===== config.mk =====
export PLATFORM = sky130hd
export DESIGN_NAME = mult_req_sequencer_flat
export DESIGN_NICKNAME = d
export VERILOG_FILES = /design/src/rtl/mult_req_sequencer_if.sv /design/src/rtl/mult_req_sequencer.sv /design/src/flat_wrapper.sv
export SDC_FILE = /design/constraint.sdc
export NUM_CORES = 1
export LEC_CHECK = 0
export BUFFER_PORTS_ARGS = -buffer_cell sky130_fd_sc_hd__buf_2
export CELL_PAD_IN_SITES_DETAIL_PLACEMENT = 0
export CELL_PAD_IN_SITES_GLOBAL_PLACEMENT = 1
export CORE_ASPECT_RATIO = 0.7
export CORE_UTILIZATION = 46
export DETAILED_ROUTE_END_ITERATION = 10
export PLACE_DENSITY_LB_ADDON = 0.05
export REMOVE_ABC_BUFFERS = 1
export SYNTH_ARGS = -nofsm -noshare
export SYNTH_HDL_FRONTEND = slang
export SYNTH_SLANG_ARGS = --single-unit
export TNS_END_PERCENT = 10

===== constraint.sdc =====
create_clock -name clk -period 3.1 [get_ports clk]
set_input_delay 0.465 -clock clk [delete_from_list [all_inputs] [get_ports clk]]
set_output_delay 0.465 -clock clk [all_outputs]
set_load 0.02 [all_outputs]

===== src/rtl/mult_req_sequencer_if.sv =====
// ---------------------------------------------------------------------------
// mult_req_sequencer_if
// Request/result bus between the operand sequencer and the 16x16 signed
// multiplier core.
//   master (sequencer): drives arg_a/arg_b with their parities and req;
//                       receives ack, result, result_parity, result_rdy
//                       and arg_parity_error.
//   slave  (core)     : the mirror image.
// ---------------------------------------------------------------------------
interface mult_req_sequencer_if;
    logic [15:0] arg_a;
    logic        arg_a_parity;
    logic [15:0] arg_b;
    logic        arg_b_parity;
    logic        req;
    logic        ack;
    logic [31:0] result;
    logic        result_parity;
    logic        result_rdy;
    logic        arg_parity_error;

    modport master (
        output arg_a, arg_a_parity, arg_b, arg_b_parity, req,
        input  ack, result, result_parity, result_rdy, arg_parity_error
    );

    modport slave (
        input  arg_a, arg_a_parity, arg_b, arg_b_parity, req,
        output ack, result, result_parity, result_rdy, arg_parity_error
    );
endinterface


===== src/rtl/mult_req_sequencer.sv =====
// ---------------------------------------------------------------------------
// mult_req_sequencer
// Operand issue stage in front of the multiplier core. Operand pairs are
// queued in a small FIFO, tagged with (optionally corrupted) parity, issued
// one at a time over the core's req/ack handshake, and every operation
// produces exactly one result record on the downstream stream (a real
// result, or a zero result flagged as a timeout).
//
// Ports
//   clk, rst          : single clock; synchronous active-high reset
//   in_valid/in_ready : operand stream handshake (in_ready = !full, 0 in rst)
//   in_a, in_b        : signed operands
//   in_corrupt        : bit0/bit1 invert the stored parity of A/B
//   core              : master side of the core request/result bus
//   out_valid/ready   : result record handshake
//   out_result        : captured core result, 0 on timeout
//   out_arg_err       : core reported an argument parity error
//   out_res_err       : result parity did not match the result data
//   out_timeout       : operation aborted waiting for ack or result_rdy
//   fifo_count        : operand FIFO occupancy
// ---------------------------------------------------------------------------
module mult_req_sequencer #(
    parameter int DEPTH   = 4,    // power of two, 2..16
    parameter int TIMEOUT = 255   // cycles allowed in REQ and in WAIT
) (
    input  logic                    clk,
    input  logic                    rst,
    input  logic                    in_valid,
    output logic                    in_ready,
    input  logic [15:0]             in_a,
    input  logic [15:0]             in_b,
    input  logic [1:0]              in_corrupt,
    mult_req_sequencer_if.master    core,
    output logic                    out_valid,
    input  logic                    out_ready,
    output logic [31:0]             out_result,
    output logic                    out_arg_err,
    output logic                    out_res_err,
    output logic                    out_timeout,
    output logic [$clog2(DEPTH):0]  fifo_count
);

    localparam int PTR_W = $clog2(DEPTH);
    localparam int CNT_W = PTR_W + 1;
    localparam int TMR_W = $clog2(TIMEOUT + 1);

    // The timer starts at 0 on entry, so hitting TIMEOUT-1 at an edge means
    // that edge closes the TIMEOUT-th cycle spent in the state.
    localparam logic [TMR_W-1:0] TMR_LAST = TMR_W'(TIMEOUT - 1);
    localparam logic [CNT_W-1:0] CNT_FULL = CNT_W'(DEPTH);

    typedef struct packed {
        logic [15:0] a;
        logic        pa;
        logic [15:0] b;
        logic        pb;
    } entry_t;

    typedef enum logic [1:0] {
        IDLE,
        REQ,
        WAIT,
        OUT
    } state_t;

    entry_t             mem [DEPTH];
    entry_t             args;
    logic [PTR_W-1:0]   wr_ptr;
    logic [PTR_W-1:0]   rd_ptr;
    logic               push;
    logic               pop;
    logic               fifo_empty;

    state_t             state;
    state_t             state_n;
    logic [TMR_W-1:0]   timer;
    logic               timer_done;
    logic               capture;
    logic               abort;

    // in_ready looks only at the registered count, so a full FIFO refuses a
    // push even in a cycle where the FSM pops the head.
    assign in_ready   = !rst && (fifo_count != CNT_FULL);
    assign push       = in_valid && in_ready;
    assign fifo_empty = (fifo_count == '0);

    // ------------------------------------------------------------------
    // Operand FIFO
    // ------------------------------------------------------------------
    // NOTE: the storage array has no reset; an entry is only ever read after
    // it has been written, and clearing the pointers/count empties the FIFO.
    always_ff @(posedge clk) begin
        if (push) begin
            mem[wr_ptr] <= '{a:  in_a, pa: (^in_a) ^ in_corrupt[0],
                             b:  in_b, pb: (^in_b) ^ in_corrupt[1]};
        end
    end

    // NOTE: clocked state uses non-blocking assignments so every register
    // samples the pre-edge values regardless of statement order.
    always_ff @(posedge clk) begin
        if (rst) begin
            wr_ptr     <= '0;
            rd_ptr     <= '0;
            fifo_count <= '0;
        end else begin
            // Pointers are PTR_W bits wide, so they wrap modulo DEPTH.
            if (push) wr_ptr <= wr_ptr + PTR_W'(1);
            if (pop)  rd_ptr <= rd_ptr + PTR_W'(1);
            case ({push, pop})
                2'b10:   fifo_count <= fifo_count + CNT_W'(1);
                2'b01:   fifo_count <= fifo_count - CNT_W'(1);
                default: ;
            endcase
        end
    end

    // ------------------------------------------------------------------
    // Control FSM: next state and per-cycle strobes
    // ------------------------------------------------------------------
    assign timer_done = (timer == TMR_LAST);

    // NOTE: every output of this block gets a default first, so no path can
    // leave a variable unassigned and infer a latch.
    always_comb begin
        state_n = state;
        pop     = 1'b0;
        capture = 1'b0;
        abort   = 1'b0;
        case (state)
            IDLE: begin
                // A late ack/result_rdy from an aborted op is ignored here.
                if (!fifo_empty) begin
                    pop     = 1'b1;
                    state_n = REQ;
                end
            end
            REQ: begin
                if (core.ack && core.result_rdy) begin
                    // ack and result in one cycle: skip WAIT entirely.
                    capture = 1'b1;
                    state_n = OUT;
                end else if (core.ack) begin
                    state_n = WAIT;
                end else if (timer_done) begin
                    abort   = 1'b1;
                    state_n = OUT;
                end
            end
            WAIT: begin
                if (core.result_rdy) begin
                    capture = 1'b1;
                    state_n = OUT;
                end else if (timer_done) begin
                    abort   = 1'b1;
                    state_n = OUT;
                end
            end
            OUT: begin
                if (out_ready) state_n = IDLE;
            end
            default: state_n = IDLE;
        endcase
    end

    always_ff @(posedge clk) begin
        if (rst) begin
            state       <= IDLE;
            timer       <= '0;
            args        <= '0;
            out_result  <= '0;
            out_arg_err <= 1'b0;
            out_res_err <= 1'b0;
            out_timeout <= 1'b0;
        end else begin
            state <= state_n;

            // Restart the timer on every state change; it only runs while
            // waiting on the core.
            if (state_n != state) begin
                timer <= '0;
            end else if (state == REQ || state == WAIT) begin
                timer <= timer + TMR_W'(1);
            end

            // Args are loaded once on issue and held until the next issue.
            if (pop) args <= mem[rd_ptr];

            if (capture) begin
                out_result  <= core.result;
                out_arg_err <= core.arg_parity_error;
                out_res_err <= core.result_parity != (^core.result);
                out_timeout <= 1'b0;
            end else if (abort) begin
                out_result  <= '0;
                out_arg_err <= 1'b0;
                out_res_err <= 1'b0;
                out_timeout <= 1'b1;
            end
        end
    end

    assign out_valid         = (state == OUT);
    assign core.req          = (state == REQ);
    assign core.arg_a        = args.a;
    assign core.arg_a_parity = args.pa;
    assign core.arg_b        = args.b;
    assign core.arg_b_parity = args.pb;

endmodule

===== src/flat_wrapper.sv =====
// flat-port wrapper written by rule: the top's interface ports become plain ports
module mult_req_sequencer_flat 
#(
    parameter int DEPTH   = 4,                          
    parameter int TIMEOUT = 255                                       
)
  (clk, rst, in_valid, in_ready, in_a, in_b, in_corrupt, out_valid, out_ready, out_result, out_arg_err, out_res_err, out_timeout, fifo_count, core_arg_a, core_arg_a_parity, core_arg_b, core_arg_b_parity, core_req, core_ack, core_result, core_result_parity, core_result_rdy, core_arg_parity_error);
  mult_req_sequencer_if core_i ();
  input  logic clk;
  input  logic rst;
  input  logic in_valid;
  output logic in_ready;
  input  logic [15:0] in_a;
  input  logic [15:0] in_b;
  input  logic [1:0] in_corrupt;
  output logic out_valid;
  input  logic out_ready;
  output logic [31:0] out_result;
  output logic out_arg_err;
  output logic out_res_err;
  output logic out_timeout;
  output logic [$clog2(DEPTH):0] fifo_count;
  output wire logic [$bits(core_i.arg_a)-1:0] core_arg_a;
  output wire logic [$bits(core_i.arg_a_parity)-1:0] core_arg_a_parity;
  output wire logic [$bits(core_i.arg_b)-1:0] core_arg_b;
  output wire logic [$bits(core_i.arg_b_parity)-1:0] core_arg_b_parity;
  output wire logic [$bits(core_i.req)-1:0] core_req;
  input wire logic [$bits(core_i.ack)-1:0] core_ack;
  input wire logic [$bits(core_i.result)-1:0] core_result;
  input wire logic [$bits(core_i.result_parity)-1:0] core_result_parity;
  input wire logic [$bits(core_i.result_rdy)-1:0] core_result_rdy;
  input wire logic [$bits(core_i.arg_parity_error)-1:0] core_arg_parity_error;
  assign core_arg_a = core_i.arg_a;
  assign core_arg_a_parity = core_i.arg_a_parity;
  assign core_arg_b = core_i.arg_b;
  assign core_arg_b_parity = core_i.arg_b_parity;
  assign core_req = core_i.req;
  assign core_i.ack = core_ack;
  assign core_i.result = core_result;
  assign core_i.result_parity = core_result_parity;
  assign core_i.result_rdy = core_result_rdy;
  assign core_i.arg_parity_error = core_arg_parity_error;
  mult_req_sequencer #(.DEPTH(DEPTH), .TIMEOUT(TIMEOUT)) u_core (.clk(clk), .rst(rst), .in_valid(in_valid), .in_ready(in_ready), .in_a(in_a), .in_b(in_b), .in_corrupt(in_corrupt), .core(core_i), .out_valid(out_valid), .out_ready(out_ready), .out_result(out_result), .out_arg_err(out_arg_err), .out_res_err(out_res_err), .out_timeout(out_timeout), .fifo_count(fifo_count));
endmodule

After elaboration in Yosys (flattened, before gate mapping)
Memories as Yosys holds them, arrays and structs flattened. A register that Yosys moved wholly into a read port is not among the register bits.
Cells that the tools add are included.
Widths: inputs -> output; s select.
{"block": "word_totals", "register_bits": 52, "elab_cells": 65, "ramBits": 136, "in_bits": 74, "mem_count": 1}
{"block": "classes", "addsub": 5, "bitwise": 2, "mux": 25, "n_reduce_logical": 14, "eq_ne": 9}
{"memory": "u_core.mem", "words": 4, "word_bits": 34, "rd": 1, "rd_ports_with_merged_regs": 1, "write_ports": 1, "line": "mult_req_sequencer.sv:66", "rtl": "entry_t mem [DEPTH];"}
{"op": "$mux 32", "n": 2}
{"op": "$reduce_xor 16->1", "n": 2}
{"op": "$reduce_xor 32->1", "n": 1}
{"op": "$mux 1", "n": 13}
{"op": "$mux 2", "n": 6}
{"op": "$add 8x1->8 const B", "n": 1}
{"op": "$eq 8x8->1 const B", "n": 1}
{"op": "$pmux 2 s4", "n": 1}
{"op": "$eq 2x2->1 const B", "n": 3}
{"op": "$pmux 3 s2", "n": 1}
{"op": "$add 2x1->2 const B", "n": 2}
{"op": "$eq 2x1->1 const B", "n": 2}
{"op": "$pmux 1 s2", "n": 2}
{"op": "$reduce_bool 2->1", "n": 2}
{"op": "$reduce_or 2->1", "n": 2}
{"op": "$add 3x1->3 const B", "n": 1}
{"op": "$logic_and 1x1->1", "n": 3}
{"op": "$logic_not 3->1", "n": 1}
{"op": "$ne 3x3->1 const B", "n": 1}
{"op": "$sub 3x1->3 const B", "n": 1}
{"op": "$logic_not 2->1", "n": 1}
{"op": "$ne 2x2->1", "n": 1}
{"op": "$xor 1x1->1", "n": 2}
{"op": "$logic_not 1->1", "n": 1}
{"op": "other kinds (2)", "n": 2}

Longest topological paths before layout
{"block": "depth", "depth_word": 7, "depth_mapped": 12}

Least setup slack after synthesis
Ideal clock, no wire load.
{"block": "synth_timing", "path_kind": "reg2reg", "from": "register u_core.fifo_count[0]", "to": "register u_core.fifo_count[2]", "path_buffers": 2, "t_arrival_ns": 2.493, "synth_period_minus_slack_ns": 2.564, "stages_incl_launch_ff": 12, "t_required_ns": 3.030, "path_slack_ns": 0.536, "setup_time_ns": 0.070, "cell_sequence": "dfxtp_1 -> nor3_1 -> nand2b_1 -> buf_2 -> inv_2 -> buf_1 -> ha_1 -> inv_1 -> fa_1 -> xor2_1 -> or3_1 -> a21oi_1"}
{"block": "synth_via", "elab_chain_cells": 5, "word_cells_on_any_way": 12}
{"item": "start, declared", "line": "mult_req_sequencer.sv:40", "rtl": "output logic [$clog2(DEPTH):0] fifo_count"}
{"item": "start signal, assigned", "line": "mult_req_sequencer.sv:111", "rtl": "2'b10: fifo_count <= fifo_count + CNT_W'(1);"}
{"item": "start signal, assigned", "line": "mult_req_sequencer.sv:112", "rtl": "2'b01: fifo_count <= fifo_count - CNT_W'(1);"}
{"item": "$logic_not 3->1 *", "line": "mult_req_sequencer.sv:85", "rtl": "assign fifo_empty = (fifo_count == '0);"}
{"item": "$mux 1 *", "line": "mult_req_sequencer.sv:133", "rtl": "if (!fifo_empty) begin"}
{"item": "$mux 1 *", "line": "mult_req_sequencer.sv:130", "rtl": "case (state)"}
{"item": "via u_core.pop", "line": "mult_req_sequencer.sv:71", "rtl": "logic pop;"}
{"item": "$eq 2x1->1 / $eq 2x2->1 (equally long branches)", "line": "mult_req_sequencer.sv:110", "rtl": "case ({push, pop})"}
{"item": "$pmux 3 s2 / $reduce_bool 2->1 (equally long branches)"}
The timed path passes the listed nets; every way through them passes the cells marked *.
A chain may end at the register's enable or synchronous reset.

Final worst setup path
{"block": "layout_timing", "from": "register u_core.fifo_count[1]", "to": "register u_core.fifo_count[2]"}
{"block": "layout_via", "elab_chain_cells": 5, "word_cells_on_any_way": 12}
{"item": "$logic_not 3->1 / $ne 3x3->1 (equally long branches)", "line": "mult_req_sequencer.sv:85, mult_req_sequencer.sv:83"}
{"item": "$mux 1 / $logic_and 1x1->1 (equally long branches)", "line": "mult_req_sequencer.sv:133, mult_req_sequencer.sv:83"}
{"item": "$mux 1 / $logic_and 1x1->1 (equally long branches)", "line": "mult_req_sequencer.sv:130, mult_req_sequencer.sv:84"}
{"item": "$eq 2x1->1 / $eq 2x2->1 (equally long branches)", "line": "mult_req_sequencer.sv:110"}
{"item": "$pmux 3 s2 / $reduce_bool 2->1 (equally long branches)"}
Several ways; a longest one is shown, not always the timed one.

==> results summary <==
The relative contribution of combinational cells to total power is 27.2%. The post-route core utilization came out at 57.4%. The flow ran to the end, and the final reports show no timing, DRC or antenna violations. The fmax came out at ~450 MHz. The region available for standard cell placement spans 18,400 µm². The worst ir drop on vdd came out at around 350 µV. The number of antenna-violating nets in the routed design came out at 0. The total iterations of the first detailed-routing run is 4. The overall routing resource usage came out at 18.8%. Dividing total power by cell area gives a power density of 829 nW/µm². The count of endpoints failing hold in the final timing report is 0.

After synthesis the cells add up to 8820 µm². The final route contains 5,397 vias. The final non-filler cell total came out at ~1,000. The number of levels the H-tree was split into is 1. The clock transition time at the flip-flop clock pins of the worst setup and hold paths came out at about 60 ps.

After synthesis, the largest area contributor takes up 46.3% of total cell area. The sum of net half-perimeters after detailed placement came out at 12,000 µm. Buffers inserted to repair hold after CTS numbered 0. The critical path data arrival time is 2660 ps. The global-route track usage on met1 came out at 28.8%. The total negative slack came out at 0 ps. The internal portion of total power is 6040 µW.

Net switching is 31.0% of the power. The met3 demand-to-capacity share in global routing is under 10%. The number of nets in the layout came out at 869. The count of unresolved DRC violations after routing came out at 0. The number of distinct standard cells referenced by the synthesized netlist came out at 44. The classification of the worst setup path is flip-flop to flip-flop. For this design, the sink count on the clock tree is 222. Setup violations remaining at the end of the flow were counted as 0. Once the clock tree was built, the setup fixing pass inserted 0 buffers. STA classifies the critical path endpoint as a flip-flop. Once placement finished, the instance area stood at around 9800 µm². The number of cell rows is just over 40. The clock latency on the worst-skew pair is 500 ps. The largest net degree at the start of global routing is 47. In the routed layout, each cell is associated on average with a via count of 5.22. Max-cap violations in this run came to 0. The fraction of registers with async set/reset came out at 0%.

The worst hold-check slack is 210 ps. The met2 layer usage reported by global route is around 28%. The last weighted congestion value of the routability-driven placer came out at ~0.74. In this run, the clock network consumes between 30% and 40% of the power.

The most used flip-flop cell after synthesis is edfxtp_1. The number of instances resized during post-cts repair is 0. The first global-routing pass estimated 29,000 µm of wire.

The die is 118 µm tall. A synthesized cell averages 14.1 µm². The minimum clock period came out at 2230 ps. The transition time of the tightest slew-check pin came out at 959 ps. The TritonCTS clock tree is built. The number of warnings reported in the yosys synthesis log came out at 0.

Counting the buffers created by CTS gives 22. The tree is rooted in a clkbuf_16. The starting density of the core is 47.9%. The required time of the critical path came out at roughly 3500 ps. The top-level I/O count came out at 149. The leading cell type in the layout, fill and taps excluded is buf_2. The floorplan die area is 19,700 µm².

The min-delay analysis places its worst path in the category input port to flip-flop. The number of antenna violations at the first check in global routing is 0. The switching power of the nets is 2720 µW. The sequential fraction of the synthesis area came out at 65.8%. The largest fanout on the critical path came out at 6.

The share of the clock period used by the worst path after layout is about 72%. The layout overhead on the synthesized area is 19.8%. The biggest area contributor in the post-synthesis netlist is edfxtp_1. The routed wire length came out at 18,400 µm. The number of global-route vias before repair came out at 5,267. The average detailed-routed wire length per instance came out at approximately 18 µm. The leakage power is roughly 0.0039 µW. The most utilized layer in the global route result is met1. The post-synthesis instance total is 626. The library cells used most frequently in the layout, excluding fill and tap cells, are buf_2, edfxtp_1, dfxtp_1. Measured along the x axis, the die boundary spans roughly 170 µm.

Yosys mapped a number of flops with a built-in enable equal to 136. The number of violations reported at the end of detailed-routing iteration 0 is 380. Summing all non-filler instances in the final layout gives an area of 10,600 µm². STA classifies the critical path startpoint as a flip-flop. The register bit count reported by yosys is 222.

The overflow left after global routing came out at 0. The share of cells above drive strength 1 is 30.7%. The antenna diode count is 0. The clock skew after layout is 8.09 ps.

The sequential cell fraction of total power came out at 42.3%. The number of port buffers came out at 148. The number of max-slew violations in the final report is 0. The post-placement cell count came out at between 900 and 1,000. The maximum buffer depth of the clock tree came out at 3.

Measured against its own limit, the worst slew margin works out to 36.1%. Setup repair after global routing left no endpoint under its margin. Ranked by total cell area, the synthesized netlist is headed by edfxtp_1, dfxtp_1, mux4_2, xnor2_1, nand2_1.
==> Yosys cell counts (all sizes together), types with 2 or more instances <==
library cell  number
and2               2
a31oi              5
and3               7
dfxtp             86
a22oi             33
edfxtp           136
nand2             76
nand3              4
ha                12
nand3b             2
nor2              49
mux4              34
buf               19
a211oi             2
clkbuf            13
xnor2             56
a21oi             38
xor2              17
inv               13
nor3               2
nand4              2
o21ai              3
==> final timing paths <==
| kind | start | end | slack [ps] | depth (start not counted) |
|---|---|---|---|---|
| min reg2reg | u_core.core.arg_b[8] | u_core.core.arg_b[8] | 450 | 2 |
| max reg2reg | u_core.fifo_count[1] | u_core.fifo_count[2] | 870 | 10 |
| max | u_core.fifo_count[1] | u_core.fifo_count[2] | 870 | 10 |
| min | in_a[10] | u_core.mem[2][28] | 210 | 1 |
==> worst max-delay path: stages (launching register included) <==
cell	delay, ps
dfxtp_1	370
inv_1	90
a31oi_1	400
and2_1	280
inv_1	60
ha_1	200
inv_1	70
fa_1	170
xor2_1	70
or3_1	310
a21oi_1	150
==> through the flow <==
step | power [µW] | setup WS, ps
global route | 9240 | 613
floorplan | 5340 | 97.7
CTS | 8880 | 871
detailed placement | 6180 | 780
global placement | 6140 | 852
finish | 8760 | 865
==> final cells by class <==
cell class                 instances  area, µm²
tap                              236        295
clock inverter                    11        105
clock buffer                      29        628
timing repair buffer             164        873
fill                            1548       7850
inverter                          13       48.8
sequential                       222       5810
multi-input combinational        359       2810
==> layer usage <==
layer | vias up | wire [µm]
li1 | 2580 | -
met5 | - | 0
met3 | 25 | 827
met4 | 0 | 337
met1 | 2666 | 9200
met2 | 126 | 8040
==> cells by family (layout without fill, tap and decap cells) <==
| logic type | after synthesis | count (layout) | synth area share [%] |
|---|---|---|---|
| AOI/OAI and AO/OA | 88 | 88 | 6.40 |
| xor gates and xnor gates | 74 | 74 | 7.59 |
| adders and majority gates | 13 | 13 | 1.93 |
| buffers and inverters | 45 | 217 | 2.41 |
| DFF | 222 | 222 | 65.8 |
| muxes | 35 | 35 | 8.79 |
| and+or+nand+nor | 149 | 149 | 7.08 |
==> power groups by stage <==
| stage | sequential [µW] | clock, µW | combinational (µW) |
|---|---|---|---|
| 2_1_floorplan | 4010 | 0 | 1340 |
| 3_3_place_gp | 3760 | 0 | 2390 |
| 3_5_place_dp | 3770 | 0 | 2410 |
| 4_1_cts | 3710 | 2750 | 2420 |
| 5_1_grt | 3750 | 2870 | 2620 |
| 6_report | 3700 | 2680 | 2380 |
==> sequential cells by signal, indices dropped and copies added (netlist names) <==
name and count:
u_core.out_arg_err 1, u_core.out_res_err 1, u_core.out_timeout 1, u_core.state 2, u_core.out_result 32, u_core.timer 8, u_core.fifo_count 3, u_core.core.arg_a_parity 1
u_core.mem 136, u_core.wr_ptr 2, u_core.core.arg_a 16, u_core.rd_ptr 2, u_core.core.arg_b 16, u_core.core.arg_b_parity 1
Power figures use the tool's default switching activity.
